$ cat config.mk
export PLATFORM = sky130hd
export DESIGN_NAME = adam_pause_seq
export DESIGN_NICKNAME = d
export VERILOG_FILES = /design/src/rtl/adam_pause_seq_pkg.sv /design/src/rtl/adam_pause_seq_timer.sv /design/src/rtl/adam_pause_seq.sv
export SDC_FILE = /design/constraint.sdc
export NUM_CORES = 1
export LEC_CHECK = 0
export CORE_UTILIZATION = 40
export CTS_CLUSTER_SIZE = 25
export DETAILED_ROUTE_END_ITERATION = 10
export GPL_ROUTABILITY_DRIVEN = 0
export HOLD_SLACK_MARGIN = 0.15
export PLACE_DENSITY = 0.67
export SYNTH_ARGS = -nofsm -noshare
export SYNTH_HDL_FRONTEND = slang
export SYNTH_SLANG_ARGS = --single-unit
$ cat constraint.sdc
create_clock -name clk -period 2.2 [get_ports clk]
set_input_delay 0.44 -clock clk [delete_from_list [all_inputs] [get_ports clk]]
set_output_delay 0.44 -clock clk [all_outputs]
set_load 0.005 [all_outputs]
$ cat src/rtl/adam_pause_seq_pkg.sv
// Shared state encoding and width helper for the adam_pause_seq pause sequencer.
// Optional timeout detection is enabled by defining ADAM_PAUSE_SEQ_TIMEOUT_EN.
package adam_pause_seq_pkg;

    typedef logic [2:0] state_t;

    localparam state_t ST_INIT     = 3'd0;
    localparam state_t ST_PAUSED   = 3'd1;
    localparam state_t ST_RES_WAIT = 3'd2;
    localparam state_t ST_RES_GAP  = 3'd3;
    localparam state_t ST_RUNNING  = 3'd4;
    localparam state_t ST_PSE_WAIT = 3'd5;
    localparam state_t ST_PSE_GAP  = 3'd6;

    // Bits needed to index n items, never less than one.
    function automatic int idx_width(input int n);
        return (n <= 2) ? 1 : $clog2(n);
    endfunction

endpackage

$ cat src/rtl/adam_pause_seq_timer.sv
// Loadable down-counter shared between the inter-step gap and the handshake timeout.
// done is high whenever the count has reached zero; the count saturates there.
module adam_pause_seq_timer #(
    parameter int CNT_W = 4
) (
    input  logic             clk,
    input  logic             rst,
    input  logic             i_load,
    input  logic [CNT_W-1:0] i_load_val,
    output logic             o_done
);

    logic [CNT_W-1:0] r_cnt;

    always_ff @(posedge clk or negedge rst) begin
        if (!rst) begin
            r_cnt <= '0;
        end else if (i_load) begin
            r_cnt <= i_load_val;
        end else if (r_cnt != '0) begin
            r_cnt <= r_cnt - 1'b1;
        end
    end

    assign o_done = (r_cnt == '0);

endmodule

$ cat src/rtl/adam_pause_seq.sv
// Ordered fan-out of one pause handshake to NO_CHANNELS channels (resume 0..N-1, pause N-1..0).
// Define ADAM_PAUSE_SEQ_TIMEOUT_EN to build the sticky per-step timeout detector.
module adam_pause_seq
    import adam_pause_seq_pkg::*;
#(
    parameter int NO_CHANNELS    = 4,
    parameter int DELAY_CYCLES   = 16,
    parameter int TIMEOUT_CYCLES = 1024
) (
    input  logic                                clk,
    input  logic                                rst,
    input  logic                                pause_req,
    output logic                                pause_ack,
    output logic [NO_CHANNELS-1:0]              ch_req,
    input  logic [NO_CHANNELS-1:0]              ch_ack,
    output logic                                busy,
    output logic                                err,
    output logic [idx_width(NO_CHANNELS)-1:0]   err_ch
);

    localparam int IDX_WIDTH = idx_width(NO_CHANNELS);
`ifdef ADAM_PAUSE_SEQ_TIMEOUT_EN
    localparam int CNT_MAX = (DELAY_CYCLES > TIMEOUT_CYCLES) ? DELAY_CYCLES : TIMEOUT_CYCLES;
`else
    localparam int CNT_MAX = (DELAY_CYCLES > 0) ? DELAY_CYCLES : 1;
`endif
    localparam int CNT_W = idx_width(CNT_MAX + 1);
    localparam bit HAS_GAP = (DELAY_CYCLES > 0);
    // The WAIT->GAP edge already counts as one gap cycle, hence the minus one.
    localparam logic [CNT_W-1:0] GAP_VAL = HAS_GAP ? CNT_W'(DELAY_CYCLES - 1) : '0;
`ifdef ADAM_PAUSE_SEQ_TIMEOUT_EN
    localparam logic [CNT_W-1:0] TMO_VAL = CNT_W'(TIMEOUT_CYCLES - 1);
`else
    localparam logic [CNT_W-1:0] TMO_VAL = '0;
`endif
    localparam logic [IDX_WIDTH-1:0] LAST_IDX = IDX_WIDTH'(NO_CHANNELS - 1);

    state_t                 r_state;
    logic [IDX_WIDTH-1:0]   r_idx;
    logic [NO_CHANNELS-1:0] r_ch_req;
    logic                   r_pause_ack;
    logic                   r_busy;

    logic                   w_ack_cur;
    logic [IDX_WIDTH-1:0]   w_idx_up;
    logic [IDX_WIDTH-1:0]   w_idx_dn;
    logic                   w_load;
    logic [CNT_W-1:0]       w_load_val;
    logic                   w_done;

    assign w_ack_cur = ch_ack[r_idx];
    assign w_idx_up  = r_idx + 1'b1;
    assign w_idx_dn  = r_idx - 1'b1;

    // Every WAIT entry arms the timeout, every GAP entry arms the gap delay.
    always_comb begin
        w_load     = 1'b0;
        w_load_val = TMO_VAL;
        case (r_state)
            ST_PAUSED:   w_load = !pause_req;
            ST_RUNNING:  w_load = pause_req;
            ST_RES_WAIT: begin
                if (!w_ack_cur && r_idx != LAST_IDX) begin
                    w_load = 1'b1;
                    if (HAS_GAP) w_load_val = GAP_VAL;
                end
            end
            ST_PSE_WAIT: begin
                if (w_ack_cur && r_idx != '0) begin
                    w_load = 1'b1;
                    if (HAS_GAP) w_load_val = GAP_VAL;
                end
            end
            ST_RES_GAP:  w_load = pause_req || w_done;
            ST_PSE_GAP:  w_load = !pause_req || w_done;
            default:     w_load = 1'b0;
        endcase
    end

    adam_pause_seq_timer #(
        .CNT_W (CNT_W)
    ) u_timer (
        .clk        (clk),
        .rst        (rst),
        .i_load     (w_load),
        .i_load_val (w_load_val),
        .o_done     (w_done)
    );

    always_ff @(posedge clk or negedge rst) begin
        if (!rst) begin
            r_state     <= ST_INIT;
            r_idx       <= '0;
            r_ch_req    <= '1;
            r_pause_ack <= 1'b0;
            r_busy      <= 1'b1;
        end else begin
            case (r_state)
                ST_INIT: begin
                    if (&ch_ack) begin
                        r_state     <= ST_PAUSED;
                        r_pause_ack <= 1'b1;
                        r_busy      <= 1'b0;
                    end
                end
                ST_PAUSED: begin
                    if (!pause_req) begin
                        r_idx       <= '0;
                        r_ch_req[0] <= 1'b0;
                        r_state     <= ST_RES_WAIT;
                        r_busy      <= 1'b1;
                    end
                end
                ST_RES_WAIT: begin
                    if (!w_ack_cur) begin
                        if (r_idx == LAST_IDX) begin
                            r_state     <= ST_RUNNING;
                            r_pause_ack <= 1'b0;
                            r_busy      <= 1'b0;
                        end else if (HAS_GAP) begin
                            r_state <= ST_RES_GAP;
                        end else begin
                            r_idx              <= w_idx_up;
                            r_ch_req[w_idx_up] <= 1'b0;
                        end
                    end
                end
                ST_RES_GAP: begin
                    if (pause_req) begin
                        r_ch_req[r_idx] <= 1'b1;
                        r_state         <= ST_PSE_WAIT;
                    end else if (w_done) begin
                        r_idx              <= w_idx_up;
                        r_ch_req[w_idx_up] <= 1'b0;
                        r_state            <= ST_RES_WAIT;
                    end
                end
                ST_RUNNING: begin
                    if (pause_req) begin
                        r_idx              <= LAST_IDX;
                        r_ch_req[LAST_IDX] <= 1'b1;
                        r_state            <= ST_PSE_WAIT;
                        r_busy             <= 1'b1;
                    end
                end
                ST_PSE_WAIT: begin
                    if (w_ack_cur) begin
                        if (r_idx == '0) begin
                            r_state     <= ST_PAUSED;
                            r_pause_ack <= 1'b1;
                            r_busy      <= 1'b0;
                        end else if (HAS_GAP) begin
                            r_state <= ST_PSE_GAP;
                        end else begin
                            r_idx              <= w_idx_dn;
                            r_ch_req[w_idx_dn] <= 1'b1;
                        end
                    end
                end
                ST_PSE_GAP: begin
                    if (!pause_req) begin
                        r_ch_req[r_idx] <= 1'b0;
                        r_state         <= ST_RES_WAIT;
                    end else if (w_done) begin
                        r_idx              <= w_idx_dn;
                        r_ch_req[w_idx_dn] <= 1'b1;
                        r_state            <= ST_PSE_WAIT;
                    end
                end
                default: r_state <= ST_INIT;
            endcase
        end
    end

`ifdef ADAM_PAUSE_SEQ_TIMEOUT_EN
    logic                 r_err;
    logic [IDX_WIDTH-1:0] r_err_ch;
    logic                 w_waiting;

    assign w_waiting = ((r_state == ST_RES_WAIT) && w_ack_cur) ||
                       ((r_state == ST_PSE_WAIT) && !w_ack_cur);

    // Only the first expiry is recorded; the handshake itself keeps waiting.
    always_ff @(posedge clk or negedge rst) begin
        if (!rst) begin
            r_err    <= 1'b0;
            r_err_ch <= '0;
        end else if (w_waiting && w_done && !r_err) begin
            r_err    <= 1'b1;
            r_err_ch <= r_idx;
        end
    end

    assign err    = r_err;
    assign err_ch = r_err_ch;
`else
    assign err    = 1'b0;
    assign err_ch = '0;
`endif

    assign ch_req    = r_ch_req;
    assign pause_ack = r_pause_ack;
    assign busy      = r_busy;

endmodule

==> results.sh <==
export IMPL_drt_wl_total_um=3561
export IMPL_r2r_start="u_timer.r_cnt[0]"
export IMPL_viasPerCell=5.691
export IMPL_ios=16
export IMPL_h_tree_depth=1
export IMPL_syn_avg_cell_area_um2=8.981
export IMPL_start_util_pct=42.86
export IMPL_antenna_found_initial=0
export IMPL_clk_pin_slew_ns=0.11
export IMPL_postLayoutCellArea_um2=1734
export IMPL_synth_top_area_share_pct=18.80
export IMPL_p_leak_nw=0.6928
export IMPL_synth_area_leaders="dfrtp_1 (19%), dfstp_2 (9.0%), ha_1 (6.0%), nor2b_1 (3.8%), a21oi_1 (3.4%)"
export IMPL_hold_worst_slack_ns=0.4653
export IMPL_dieArea_um2=3906
export IMPL_hold_violations=0
export IMPL_syn_inst=163
export IMPL_powerDensity_nw_per_um2=1466
export IMPL_die_x_um=62.50
export IMPL_critical_path_required_ns=2.38
export IMPL_grtUsageTotal_pct=19.48
export IMPL_maxCapViolCount=0
export IMPL_clk_path_buf_depth=2
export IMPL_max_freq_mhz=466.1
export IMPL_ys_seq_area_share_pct=27.78
export IMPL_hold_buffers=0
export IMPL_worst_setup_path_type="register to register"
export IMPL_die_h_um=62.50
export IMPL_cp_start_kind="register"
export IMPL_status="complete, no violations"
export IMPL_slew_headroom_pct=63.65
export IMPL_rows=21
export IMPL_synth_seq_cells=16
export IMPL_crit_start="u_timer.r_cnt[0]"
export IMPL_yosysWarnings=0
export IMPL_path_max_fanout=3
export IMPL_cts_tree="built"
export IMPL_grt_pass1_wl_um=6154
export IMPL_layout_nets=199
export IMPL_antenna_left=0
export IMPL_numPortBuffers=12
export IMPL_setup_violations_final=0
export IMPL_synth_area_um2=1464
export IMPL_overflow=0
export IMPL_worst_pin_slew_ns=0.5377
export IMPL_yosys_area_top_type="dfrtp_1"
export IMPL_clock_latency_ns=0.28
export IMPL_end_kind="register"
export IMPL_dpl_instance_area_um2=1694
export IMPL_drt_iter0_drc=45
export IMPL_fin_worst_skew_ns=0.01139
export IMPL_dp_hpwl_um=2726
export IMPL_drtPass1Iterations=4
export IMPL_cts_buffers=3
export IMPL_grt_pass1_vias=1293
export IMPL_synth_top_flop_cell="dfrtp_1"
export IMPL_grt_max_degree=17
export IMPL_num_vias=1309
export IMPL_slew_viol_final=0
export IMPL_irDropWorstVdd_v=0.0006482
export IMPL_wire_per_inst_um=15.48
export IMPL_antenna_cells=0
export IMPL_route_detailed_drc=0
export IMPL_period_share_pct=97.52
export IMPL_yosysUniqueCellTypes=55
export IMPL_min_period_ns=2.145
export IMPL_async_reset_ff_share_pct=100.0
export IMPL_cts_sinks=16
export IMPL_cts_root_buffer="clkbuf_4"
export IMPL_drive_gt1_share_pct=23.91
export IMPL_cp_arrival_ns=2.33
export IMPL_synthToLayoutAreaGrowth_pct=18.46
export IMPL_core_area_um2=3416
export IMPL_synth_edf_count=0
export IMPL_hold_class="primary input to async pin"
## Yosys cell counts, types with 3 or more instances
| cell type | number |
|---|---|
| dfrtp_1 | 11 |
| a21oi_1 | 10 |
| inv_1 | 10 |
| nand2_1 | 9 |
| nor2_1 | 9 |
| nor2b_1 | 9 |
| o21ai_0 | 9 |
| clkbuf_1 | 8 |
| ha_1 | 7 |
| dfstp_2 | 5 |
| a22o_1 | 4 |
| a31oi_1 | 4 |
| nand3b_1 | 4 |
| buf_4 | 3 |
| nand2b_1 | 3 |
| nand3_1 | 3 |
| nor3_1 | 3 |
| nor4b_1 | 3 |
| o31ai_1 | 3 |
## what timing repair did
action / in CTS / in global routing
hold endpoints to repair: 0 / 0
buffers inserted: 0 / 1
setup endpoints to repair: 0 / 7
gates resized for setup: 0 / 3
## per-layer routing
layer,routed length [µm],global-route usage [%]
met1,1622,25.96
met3,100,2.190
met4,17,4.942
met2,1822,33.29
met5,0,0
## cells in the final DEF, fill, tap and decap left out, types with 3 or more instances in the layout
master / instances
clkdlybuf4s50_1: 12
o21ai_0: 9
nand3_1: 3
a31oi_1: 4
ha_1: 6
nor2_1: 9
dfrtp_1: 11
conb_1: 3
o31ai_1: 3
inv_1: 9
nand2b_1: 3
clkbuf_4: 3
nor4b_1: 3
dfstp_2: 5
nor2b_1: 9
a21oi_1: 10
nor3_1: 3
buf_4: 16
nand3b_1: 4
nand2_1: 9
a22o_1: 4
## where the power goes
part | switching [W] | total (W) | leakage [nW] | internal, W
sequential | 0.000183 | 0.000640 | 0.188 | 0.000456
combinational | 0.000872 | 0.00174 | 0.490 | 0.000865
clock | 0.0000953 | 0.000166 | 0.0150 | 0.0000702
## per-stage QoR
| step | worst slack [ns] | total power (W) | std cells | util (%) | TNS (ns) |
|---|---|---|---|---|---|
| 6_report | 0.05451 | 0.002542 | 230 | 50.77 | 0 |
| 5_1_grt | -0.01992 | 0.002794 | 230 | 50.77 | -0.03731 |
| 4_1_cts | 0.03659 | 0.002520 | 229 | 50.37 | 0 |
| 3_5_place_dp | -0.1074 | 0.002344 | 225 | 49.60 | -0.2630 |
| 3_3_place_gp | -0.06522 | 0.002271 | 225 | 49.60 | -0.1303 |
| 2_1_floorplan | 0.09679 | 0.001860 | 165 | - | 0 |
## registers in the layout, indices dropped and copies added (netlist names)
signal	count
r_idx	2
u_timer.r_cnt	5
ch_req	4
busy	1
pause_ack	1
r_state	3
## final timing paths
kind	to	slack [ns]	cells after the start
max in group asynchronous	ch_req[2]	1.47	2
min in group clk	ch_req[3]	0.49	2
max	r_state[1]	0.05	6
min	u_timer.r_cnt[2]	0.47	2
max reg2reg	r_state[1]	0.05	6
min reg2reg	ch_req[3]	0.49	2
## worst max-delay path, stage by stage, from the launching register on
cell	delay, ns
dfrtp_1	0.42
inv_2	0.09
ha_2	0.19
or4b_4	0.51
a221oi_4	0.36
nand4_4	0.16
mux2_4	0.32
## kinds of logic (layout without fill, tap and decap cells)
group	count (synthesis)	in the layout	share of synthesized area, %
compound gates	53	53	27.95
buf+inv	23	42	7.179
xor+xnor	2	2	1.197
flops	16	16	27.78
mux	7	7	6.496
fa+ha+maj	7	7	5.983
other cells	1	3	0.2562
simple gates	54	54	23.16
## area by class of cell
class | instances | area (µm²)
Inverter | 10 | 37.54
Timing Repair Buffer | 28 | 240.2
Multi-Input combinational cell | 126 | 965.9
Fill cell | 325 | 1682
Tap cell | 46 | 57.56
Sequential cell | 16 | 406.6
Clock buffer | 4 | 26.28
Note: power is estimated with default switching activity, not from simulation.
